$ cat src/rtl/int_sequencer_if.sv
// Bus bundle between the interrupt/reset sequencer and memory.
// master: busy, addr, dout, mem_rw out, din in; slave: the reverse.
interface int_sequencer_if;
    logic        busy;
    logic [15:0] addr;
    logic [7:0]  dout;
    logic        mem_rw;
    logic [7:0]  din;

    modport master (
        output busy,
        output addr,
        output dout,
        output mem_rw,
        input  din
    );

    modport slave (
        input  busy,
        input  addr,
        input  dout,
        input  mem_rw,
        output din
    );
endinterface

$ cat src/rtl/int_sequencer.sv
// 6502 reset/NMI/IRQ/BRK sequencer: pushes PCH, PCL, P, sets I, loads vector.
// Ports: clk, rst_n, nmi_n, irq_n, i_flag, boundary, brk_req, pc_in, p_in,
//        s_in in; bus (master); s_out/S_ld, pc_out/PC_ld, p_set_i out.
module int_sequencer #(
    parameter logic [15:0] NMI_VEC = 16'hFFFA,
    parameter logic [15:0] RES_VEC = 16'hFFFC,
    parameter logic [15:0] IRQ_VEC = 16'hFFFE,
    parameter logic [7:0]  S_RESET = 8'hFD
) (
    input  logic        clk,
    input  logic        rst_n,
    input  logic        nmi_n,
    input  logic        irq_n,
    input  logic        i_flag,
    input  logic        boundary,
    input  logic        brk_req,
    input  logic [15:0] pc_in,
    input  logic [7:0]  p_in,
    input  logic [7:0]  s_in,
    int_sequencer_if.master bus,
    output logic [7:0]  s_out,
    output logic        S_ld,
    output logic [15:0] pc_out,
    output logic        PC_ld,
    output logic        p_set_i
);

    typedef enum logic [2:0] {
        RESET_HOLD,
        IDLE,
        PUSH_PCH,
        PUSH_PCL,
        PUSH_P,
        VEC_LO,
        VEC_HI,
        LOAD
    } state_t;

    state_t      r_state;
    logic [7:0]  r_sp;
    logic [7:0]  r_lo;
    logic [15:0] r_vec;
    logic        r_is_brk;
    logic        r_is_res;
    logic        r_nmi_prev;
    logic        r_nmi_pend;

    logic        w_nmi_edge;
    logic        w_start;
    logic [15:0] w_vec;

    // Edge register resets to 0 so a line held low through reset never fires.
    assign w_nmi_edge = r_nmi_prev && !nmi_n;
    assign w_start    = r_nmi_pend || brk_req || (!irq_n && !i_flag);
    assign w_vec      = r_is_res   ? RES_VEC :
                        r_nmi_pend ? NMI_VEC : IRQ_VEC;

    always_ff @(posedge clk) begin
        if (!rst_n) begin
            r_state    <= RESET_HOLD;
            r_sp       <= 8'h00;
            r_lo       <= 8'h00;
            r_vec      <= 16'h0000;
            r_is_brk   <= 1'b0;
            r_is_res   <= 1'b0;
            r_nmi_prev <= 1'b0;
            r_nmi_pend <= 1'b0;
        end else begin
            r_nmi_prev <= nmi_n;
            // A new edge wins over the clear so it is never lost.
            if (w_nmi_edge)
                r_nmi_pend <= 1'b1;
            else if (r_state == VEC_LO && !r_is_res)
                r_nmi_pend <= 1'b0;

            unique case (r_state)
                RESET_HOLD: begin
                    r_state  <= VEC_LO;
                    r_sp     <= S_RESET;
                    r_is_res <= 1'b1;
                    r_is_brk <= 1'b0;
                end
                IDLE: begin
                    if (boundary && w_start) begin
                        r_state  <= PUSH_PCH;
                        r_is_brk <= brk_req;
                        r_sp     <= s_in;
                        r_is_res <= 1'b0;
                    end
                end
                PUSH_PCH: begin
                    r_sp    <= r_sp - 8'd1;
                    r_state <= PUSH_PCL;
                end
                PUSH_PCL: begin
                    r_sp    <= r_sp - 8'd1;
                    r_state <= PUSH_P;
                end
                PUSH_P: begin
                    r_sp    <= r_sp - 8'd1;
                    r_state <= VEC_LO;
                end
                VEC_LO: begin
                    r_vec   <= w_vec;
                    r_state <= VEC_HI;
                end
                VEC_HI: begin
                    r_lo    <= bus.din;
                    r_state <= LOAD;
                end
                LOAD: begin
                    r_is_res <= 1'b0;
                    r_state  <= IDLE;
                end
            endcase
        end
    end

    assign s_out = r_sp;

    // Strobes are gated by rst_n so an aborted sequence never commits.
    always_comb begin
        bus.busy   = 1'b1;
        bus.addr   = 16'h0000;
        bus.dout   = 8'h00;
        bus.mem_rw = 1'b1;
        pc_out     = 16'h0000;
        PC_ld      = 1'b0;
        S_ld       = 1'b0;
        p_set_i    = 1'b0;
        unique case (r_state)
            RESET_HOLD: bus.addr = RES_VEC;
            IDLE:       bus.busy = 1'b0;
            PUSH_PCH: begin
                bus.addr   = {8'h01, r_sp};
                bus.mem_rw = 1'b0;
                bus.dout   = pc_in[15:8];
            end
            PUSH_PCL: begin
                bus.addr   = {8'h01, r_sp};
                bus.mem_rw = 1'b0;
                bus.dout   = pc_in[7:0];
            end
            PUSH_P: begin
                bus.addr   = {8'h01, r_sp};
                bus.mem_rw = 1'b0;
                // Bit 5 forced high, bit 4 carries the BRK flag.
                bus.dout   = (p_in & 8'hCF) | {2'b00, 1'b1, r_is_brk, 4'h0};
                p_set_i    = rst_n;
            end
            VEC_LO: begin
                bus.addr = w_vec;
                p_set_i  = rst_n && r_is_res;
            end
            VEC_HI: bus.addr = r_vec + 16'd1;
            LOAD: begin
                bus.addr = r_vec + 16'd1;
                pc_out   = {bus.din, r_lo};
                PC_ld    = rst_n;
                S_ld     = rst_n;
            end
        endcase
    end

endmodule

$ cat src/flat_wrapper.sv
// flat-port wrapper written by rule: the top's interface ports become plain ports
module int_sequencer_flat 
#(
    parameter logic [15:0] NMI_VEC = 16'hFFFA,
    parameter logic [15:0] RES_VEC = 16'hFFFC,
    parameter logic [15:0] IRQ_VEC = 16'hFFFE,
    parameter logic [7:0]  S_RESET = 8'hFD
)
  (clk, rst_n, nmi_n, irq_n, i_flag, boundary, brk_req, pc_in, p_in, s_in, s_out, S_ld, pc_out, PC_ld, p_set_i, bus_busy, bus_addr, bus_dout, bus_mem_rw, bus_din);
  int_sequencer_if bus_i ();
  input  logic clk;
  input  logic rst_n;
  input  logic nmi_n;
  input  logic irq_n;
  input  logic i_flag;
  input  logic boundary;
  input  logic brk_req;
  input  logic [15:0] pc_in;
  input  logic [7:0] p_in;
  input  logic [7:0] s_in;
  output logic [7:0] s_out;
  output logic S_ld;
  output logic [15:0] pc_out;
  output logic PC_ld;
  output logic p_set_i;
  output wire logic [$bits(bus_i.busy)-1:0] bus_busy;
  output wire logic [$bits(bus_i.addr)-1:0] bus_addr;
  output wire logic [$bits(bus_i.dout)-1:0] bus_dout;
  output wire logic [$bits(bus_i.mem_rw)-1:0] bus_mem_rw;
  input wire logic [$bits(bus_i.din)-1:0] bus_din;
  assign bus_busy = bus_i.busy;
  assign bus_addr = bus_i.addr;
  assign bus_dout = bus_i.dout;
  assign bus_mem_rw = bus_i.mem_rw;
  assign bus_i.din = bus_din;
  int_sequencer #(.NMI_VEC(NMI_VEC), .RES_VEC(RES_VEC), .IRQ_VEC(IRQ_VEC), .S_RESET(S_RESET)) u_core (.clk(clk), .rst_n(rst_n), .nmi_n(nmi_n), .irq_n(irq_n), .i_flag(i_flag), .boundary(boundary), .brk_req(brk_req), .pc_in(pc_in), .p_in(p_in), .s_in(s_in), .bus(bus_i), .s_out(s_out), .S_ld(S_ld), .pc_out(pc_out), .PC_ld(PC_ld), .p_set_i(p_set_i));
endmodule
$ cat config.mk
export PLATFORM = sky130hd
export DESIGN_NAME = int_sequencer_flat
export DESIGN_NICKNAME = d
export VERILOG_FILES = /design/src/rtl/int_sequencer_if.sv /design/src/rtl/int_sequencer.sv /design/src/flat_wrapper.sv
export SDC_FILE = /design/constraint.sdc
export NUM_CORES = 1
export LEC_CHECK = 0
export CAP_MARGIN = 5
export CORE_UTILIZATION = 44
export DETAILED_ROUTE_END_ITERATION = 8
export PLACE_DENSITY = 0.89
export REMOVE_ABC_BUFFERS = 1
export SYNTH_ARGS = -nofsm -noshare
export SYNTH_HDL_FRONTEND = slang
export SYNTH_SLANG_ARGS = --single-unit
$ cat constraint.sdc
create_clock -name clk -period 2.7 [get_ports clk]
set_input_delay 0.405 -clock clk [delete_from_list [all_inputs] [get_ports clk]]
set_output_delay 0.405 -clock clk [all_outputs]
set_load 0.03 [all_outputs]
==> impl_metrics.json, run 1 <==
{
  "grt_busiest_layer": "met2",
  "critical-path-slowest-cell": "or3_4",
  "worstMarginPinSlew_ns": 0.6339,
  "cts.reportedPaths.clkPinSlew_ns": 0.09,
  "netlist_instances": 259,
  "gp_congestion": 0.8524,
  "grt_pass1_vias": 1948,
  "io_pins": 100,
  "grt_max_degree": 35,
  "ant_nets": 0,
  "synth_top_area_cell": "dfxtp_1",
  "post-cts-setup-buffers": 0,
  "synth_flop_cell": "dfxtp_1",
  "path_max_fanout": 5,
  "rows": 23,
  "die-area_um2": 4751,
  "synth_top_family_by_area": "compound AO/OA/AOI/OAI gates",
  "hold_viol": 0,
  "htreeDepth": 1,
  "power.total_uw": 3952,
  "wire_per_inst_um": 14.89,
  "cts_tree": "done",
  "netlist.area_leader.share_pct": 26.41,
  "period_minus_slack_ns": 2.595,
  "r2r_setup_slack_ns": 0.85,
  "synthAdderAreaFrac_pct": 3.810,
  "ys_ff_latch": 26,
  "fin_nets": 406,
  "synthMuxAreaShare_pct": 0.5079,
  "grt_util_met2_pct": 44.30,
  "whs_ns": 0.4614,
  "io_buffers": 97,
  "hold_class": "reg2reg",
  "cp-start-kind": "register",
  "synthSimpleGateAreaFrac_pct": 29.27,
  "initial_core_util_pct": 47.55,
  "cap_violations": 0,
  "coreArea_um2": 4144,
  "die_x_um": 68.93,
  "crit_type": "reg2out",
  "arrival_ns": 2.19,
  "crit_chain": "inv_1, ha_1, or3_4, a21oi_2, nor2_2, a21o_1, clkdlybuf4s15_1",
  "crit_required_ns": 2.30,
  "areaGrowthSynthToFinish_pct": 51.81,
  "max_stage_delay_ns": 0.43,
  "clock-skew-final_ns": 0.004296,
  "root_buffer": "clkbuf_8",
  "post-place-ws_ns": 0.07375,
  "post-route-util_pct": 72.19,
  "first_pass_iters": 4,
  "use_met3_pct": 4.770,
  "clock_sinks": 26,
  "antenna_found_initial": 1,
  "synth_compound_area_share_pct": 30.29,
  "drv_slew": 0,
  "drt-initial-drc-count": 98,
  "yosys_warnings": 0,
  "r2r_end": "u_core.r_state[0]",
  "ir_worst_vdd_v": 0.001006,
  "synth_xor_area_share_pct": 0.4444,
  "leakagePower_uw": 0.001331,
  "synthDistinctLibCells": 50,
  "placed_cells": 398,
  "end_kind": "output pin",
  "cts_buffer_depth": 2,
  "worstHoldPathCells": 2,
  "async_flop_share_pct": 0,
  "via_per_inst": 5.546,
  "min_from": "u_core.r_lo[4]",
  "setup_slack_ns": 0.1045,
  "rsz0062_at_grt": "no",
  "syn_area_um2": 1971,
  "wl_um": 5972,
  "syn_area_per_cell_um2": 7.609,
  "status": "completed",
  "diodes": 0,
  "min_period_over_period_pct": 96.13,
  "relSlewSlack_pct": 57.74,
  "rr_worst_depth": 9,
  "grt_pass1_wl_um": 9032,
  "num_vias": 2224,
  "post-route-drc-count": 0,
  "drive_above_1_share_pct": 17.38,
  "setup_violations": 0,
  "ys_top_cells_by_area": "dfxtp_1 26%, nand2_1 6.9%, and3_1 5.7%",
  "synth_edf_count": 0,
  "max_freq_mhz": 385.3,
  "ys_seq_area_share_pct": 26.41,
  "min_to": "u_core.r_lo[4]",
  "cts_buffers": 3,
  "reg2reg_from": "u_core.r_state[0]",
  "clk_latency_ns": 0.26,
  "die_h_um": 68.93,
  "fin_cells": 401,
  "use_met1_pct": 31.39,
  "grt.total_usage_pct": 25.30,
  "power_density_nw_per_um2": 1321,
  "hpwl_um": 4644,
  "grt-ovfl-total": 0
}
## critical path: cells and delay by family (launching register included)
| family | cells | cell delay (ns) |
|---|---|---|
| buffers and inverters | 2 | 0.42 |
| adder cells (fa/ha/maj) | 1 | 0.26 |
| AO/OA/AOI/OAI | 2 | 0.37 |
| flip-flops | 1 | 0.37 |
| AND/OR/NAND/NOR | 2 | 0.51 |
## synth_stat cells, types with 2 or more instances
library cell	instances
a21boi_0	10
a21o_1	9
a21oi_1	19
a21oi_2	2
a22oi_1	8
and2_1	3
and3_1	18
buf_2	5
buf_4	10
clkbuf_1	9
dfxtp_1	26
ha_1	6
inv_1	6
inv_2	4
nand2_1	36
nand2b_1	3
nand3_1	12
nor2_1	6
nor2_2	5
nor2b_1	5
nor3_1	4
nor3_2	4
nor4_1	3
o21a_1	5
o21ai_0	11
o21ai_1	6
## where the power goes
part	switching (uW)	internal, uW	total (uW)	leakage [uW]
logic	1890	1190	3080	0.00110
registers	161	491	652	0.000214
clock network	120	99.9	220	0.0000216
total	2170	1780	3950	0.00133
## metrics by stage
stage	TNS, ns	cell area [um2]
2_1_floorplan	-7.618	1826
3_3_place_gp	0	2969
3_5_place_dp	0	2969
4_1_cts	0	2993
5_1_grt	0	2992
6_report	0	2992
## sequential cells by signal, summed over array words and instances, names as in the netlist
signal             cells
u_core.r_is_brk        1
u_core.r_is_res        1
u_core.r_lo            8
u_core.r_nmi_pend      1
u_core.r_nmi_prev      1
u_core.r_state         3
u_core.r_vec           3
u_core.s_out           8
## cells in the final DEF (no fill, tap or decap), types with 2 or more instances in the layout
cell and n:
clkbuf_8 3, nor2_1 6, a21boi_0 10, inv_2 4
clkbuf_2 3, o21ai_1 6, a21oi_2 2, and3_1 18
nor4_1 3, a22oi_1 8, nor3_1 4, clkdlybuf4s15_1 2
dlygate4sd2_1 9, nor3_2 4, nand2_1 35, ha_1 6
nand2b_1 3, o21a_1 5, and2_1 3, clkdlybuf4s50_1 70
buf_4 28, a21oi_1 19, nand3_1 12, dfxtp_1 24
inv_1 6, dfxtp_2 2, nor2b_1 5, nor2_2 5
a21o_1 9, o21ai_0 11
## what timing repair did
action	in CTS	in global routing
hold buffers	0	0
resized for setup	14	12
pin swaps	0	0
endpoints found under the setup margin	14	11
## how the worst max path moves through the flow
stage | start | end | depth (start not counted)
4_1_cts | u_core.r_state[0] | bus_addr[5] | 7
5_1_grt | u_core.r_state[0] | bus_addr[4] | 7
6_report | u_core.r_state[0] | bus_addr[4] | 7
3_5_place_dp | u_core.r_state[0] | bus_addr[5] | 8
3_3_place_gp | u_core.r_state[0] | bus_addr[7] | 8
2_1_floorplan | u_core.r_state[2] | bus_addr[3] | 5
## kinds of logic after synthesis
kind of cell | after synthesis
buffers and inverters | 35
AND/OR/NAND/NOR | 106
AO/OA/AOI/OAI | 84
multiplexers | 1
adder cells (fa/ha/maj) | 6
flip-flops | 26
XOR/XNOR | 1
## final cells by class
class	count	area [um2]
Inverter	10	37.54
Multi-Input combinational cell	198	1270
Tap cell	50	62.56
Fill cell	376	1152
Clock buffer	3	41.29
Sequential cell	26	523.0
Timing Repair Buffer	114	1057
## metal layers
layer	wire length, um	part of all wire, %
met2	3043	51
met5	13	0.22
met1	2526	42
met4	52	0.87
met3	336	5.6
(Power assumes the default switching activity.)
==> inputs of run 2 (changes only) <==
--- a/config.mk
+++ b/config.mk
@@ -6,7 +6,9 @@
 export NUM_CORES = 1
 export LEC_CHECK = 0
 export CAP_MARGIN = 5
-export CORE_UTILIZATION = 44
+export CELL_PAD_IN_SITES_DETAIL_PLACEMENT = 1
+export CELL_PAD_IN_SITES_GLOBAL_PLACEMENT = 1
+export CORE_UTILIZATION = 30
 export DETAILED_ROUTE_END_ITERATION = 8
 export PLACE_DENSITY = 0.89
 export REMOVE_ABC_BUFFERS = 1
==> run 2 against run 1 <==
Die area increased by 45%. Critical path depth unchanged. Clock skew about the same. Sequential share of layout area decreased by 0.51 points. Global-route usage decreased by 4.9 points. Via count increased by 3.3%. Worst setup slack got worse by 0.049 ns. Worst hold slack improved by 0.0051 ns. Core utilization decreased by 24 points. Fmax decreased by 1.9%. Sequential power about the same. Clock power increased by 53%. Critical endpoint is now bus_addr[8].
==> impl_metrics.json, run 2 (synthesis results as in run 1) <==
{
  "status": "completed",
  "die_x_um": 83.05,
  "final_cell_mix": "70 x clkdlybuf4s50_1, 35 x nand2_1, 32 x buf_4",
  "areaGrowthSynthToFinish_pct": 56.38,
  "drive_above_1_share_pct": 20.00,
  "clock-skew-final_ns": 0.004529,
  "hold_class": "reg2reg",
  "stdcell_area_um2": 3082,
  "reg2reg_from": "u_core.r_state[0]",
  "grt-ovfl-total": 0,
  "worstMarginPinSlew_ns": 0.4809,
  "power.total_uw": 4250,
  "post-route-drc-count": 0,
  "num_vias": 2298,
  "cts_buffers": 3,
  "grt_pass1_vias": 2298,
  "wl_um": 7227,
  "setup_violations": 0,
  "dr_wl_met3_um": 298,
  "max_freq_mhz": 378.1,
  "arrival_ns": 2.24,
  "io_pins": 100,
  "grt_max_degree": 33,
  "period_minus_slack_ns": 2.645,
  "min_from": "u_core.r_nmi_prev",
  "io_buffers": 97,
  "min_period_over_period_pct": 97.95,
  "hold_viol": 0,
  "cts_buffer_depth": 2,
  "leakagePower_uw": 0.001337,
  "root_buffer": "clkbuf_8",
  "wl_met1_um": 3037,
  "gp_congestion": 0.8172,
  "worstHoldPathCells": 2,
  "fin_nets": 409,
  "diodes": 0,
  "cts_tree": "done",
  "crit_required_ns": 2.30,
  "hpwl_um": 5181,
  "power_density_nw_per_um2": 1379,
  "cts.reportedPaths.clkPinSlew_ns": 0.10,
  "initial_core_util_pct": 31.03,
  "holdBufCountCts": 0,
  "grt_pass1_wl_um": 11620,
  "ir_worst_vdd_v": 0.001004,
  "clock_sinks": 26,
  "die-area_um2": 6897,
  "path_max_fanout": 5,
  "first_pass_iters": 4,
  "cap_violations": 0,
  "clk_latency_ns": 0.28,
  "coreArea_um2": 6350,
  "min_to": "u_core.r_nmi_pend",
  "crit_type": "reg2out",
  "htreeDepth": 1,
  "via_per_inst": 5.319,
  "route.met2.wl_um": 3775,
  "drt-initial-drc-count": 79,
  "end_kind": "output pin",
  "rr_worst_depth": 7,
  "r2r_end": "u_core.s_out[6]",
  "ant_nets": 0,
  "cp-start-kind": "register",
  "relSlewSlack_pct": 67.94,
  "drv_slew": 0,
  "topRoutingLayerUsed": "met4",
  "die_h_um": 83.05,
  "rows": 29,
  "final_common_cell": "clkdlybuf4s50_1",
  "wire_per_inst_um": 16.73,
  "placed_area_um2": 2998,
  "antenna_found_initial": 0,
  "r2r_setup_slack_ns": 0.80,
  "grt.total_usage_pct": 20.45
}
-- run 2: worst max-delay path by stage --
stage | from | endpoint
5_1_grt | u_core.r_state[0] | bus_addr[15]
3_5_place_dp | u_core.r_state[0] | bus_addr[7]
6_report | u_core.r_state[0] | bus_addr[8]
4_1_cts | u_core.r_state[0] | bus_addr[4]
2_1_floorplan | u_core.r_state[2] | bus_addr[3]
3_3_place_gp | u_core.r_state[0] | bus_addr[7]
-- run 2: what timing repair did --
| item | CTS | global route |
|---|---|---|
| pin swaps | 0 | 1 |
| buffers inserted | 0 | 2 |
| endpoints found under the setup margin | 17 | 16 |
| gates resized for setup | 28 | 10 |
-- run 2: report_power, final --
part           internal (uW)  total, uW  switching [uW]
Sequential               491        650             158
Combinational           1240       3260            2020
Clock                    199        336             138
Total                   1930       4250            2320
-- run 2: worst max-delay path: stages (launching register included) --
cell             delay (ns)
dfxtp_2                0.39
inv_1                  0.11
ha_2                   0.24
or2_1                  0.25
a21o_1                 0.19
nand2_1                0.10
nand2b_1               0.09
clkdlybuf4s50_1        0.60
-- run 2: through the flow --
step                      hold slack (ns)  utilization, %  setup TNS [ns]  setup WS (ns)  std cells
after global routing               0.4863           48.53        -0.08251       -0.01482        432
final                              0.4665           48.53               0        0.05534        432
after global placement             0.4447           47.21               0        0.09859        426
after floorplan                    0.4389               -          -7.618        -0.9754        234
after CTS                          0.4706           48.37               0       0.003678        430
after detailed placement           0.4536           47.21               0        0.01390        426
-- run 2: layout make-up --
class | instances | area [um2]
clock inverters | 1 | 30.03
repair buffers | 117 | 1069
inverters | 10 | 37.54
flip-flops and latches | 26 | 523.0
well taps | 77 | 96.34
fillers | 755 | 3268
multi-input cells | 198 | 1285
clock buffers | 3 | 41.29
-- run 2: routing by layer --
metal / track usage (%) / vias to the layer above
li1: - / 1106
met1: 26.18 / 1107
met2: 35.77 / 71
met3: 2.485 / 14
met4: 6.113 / 0
met5: 0 / -
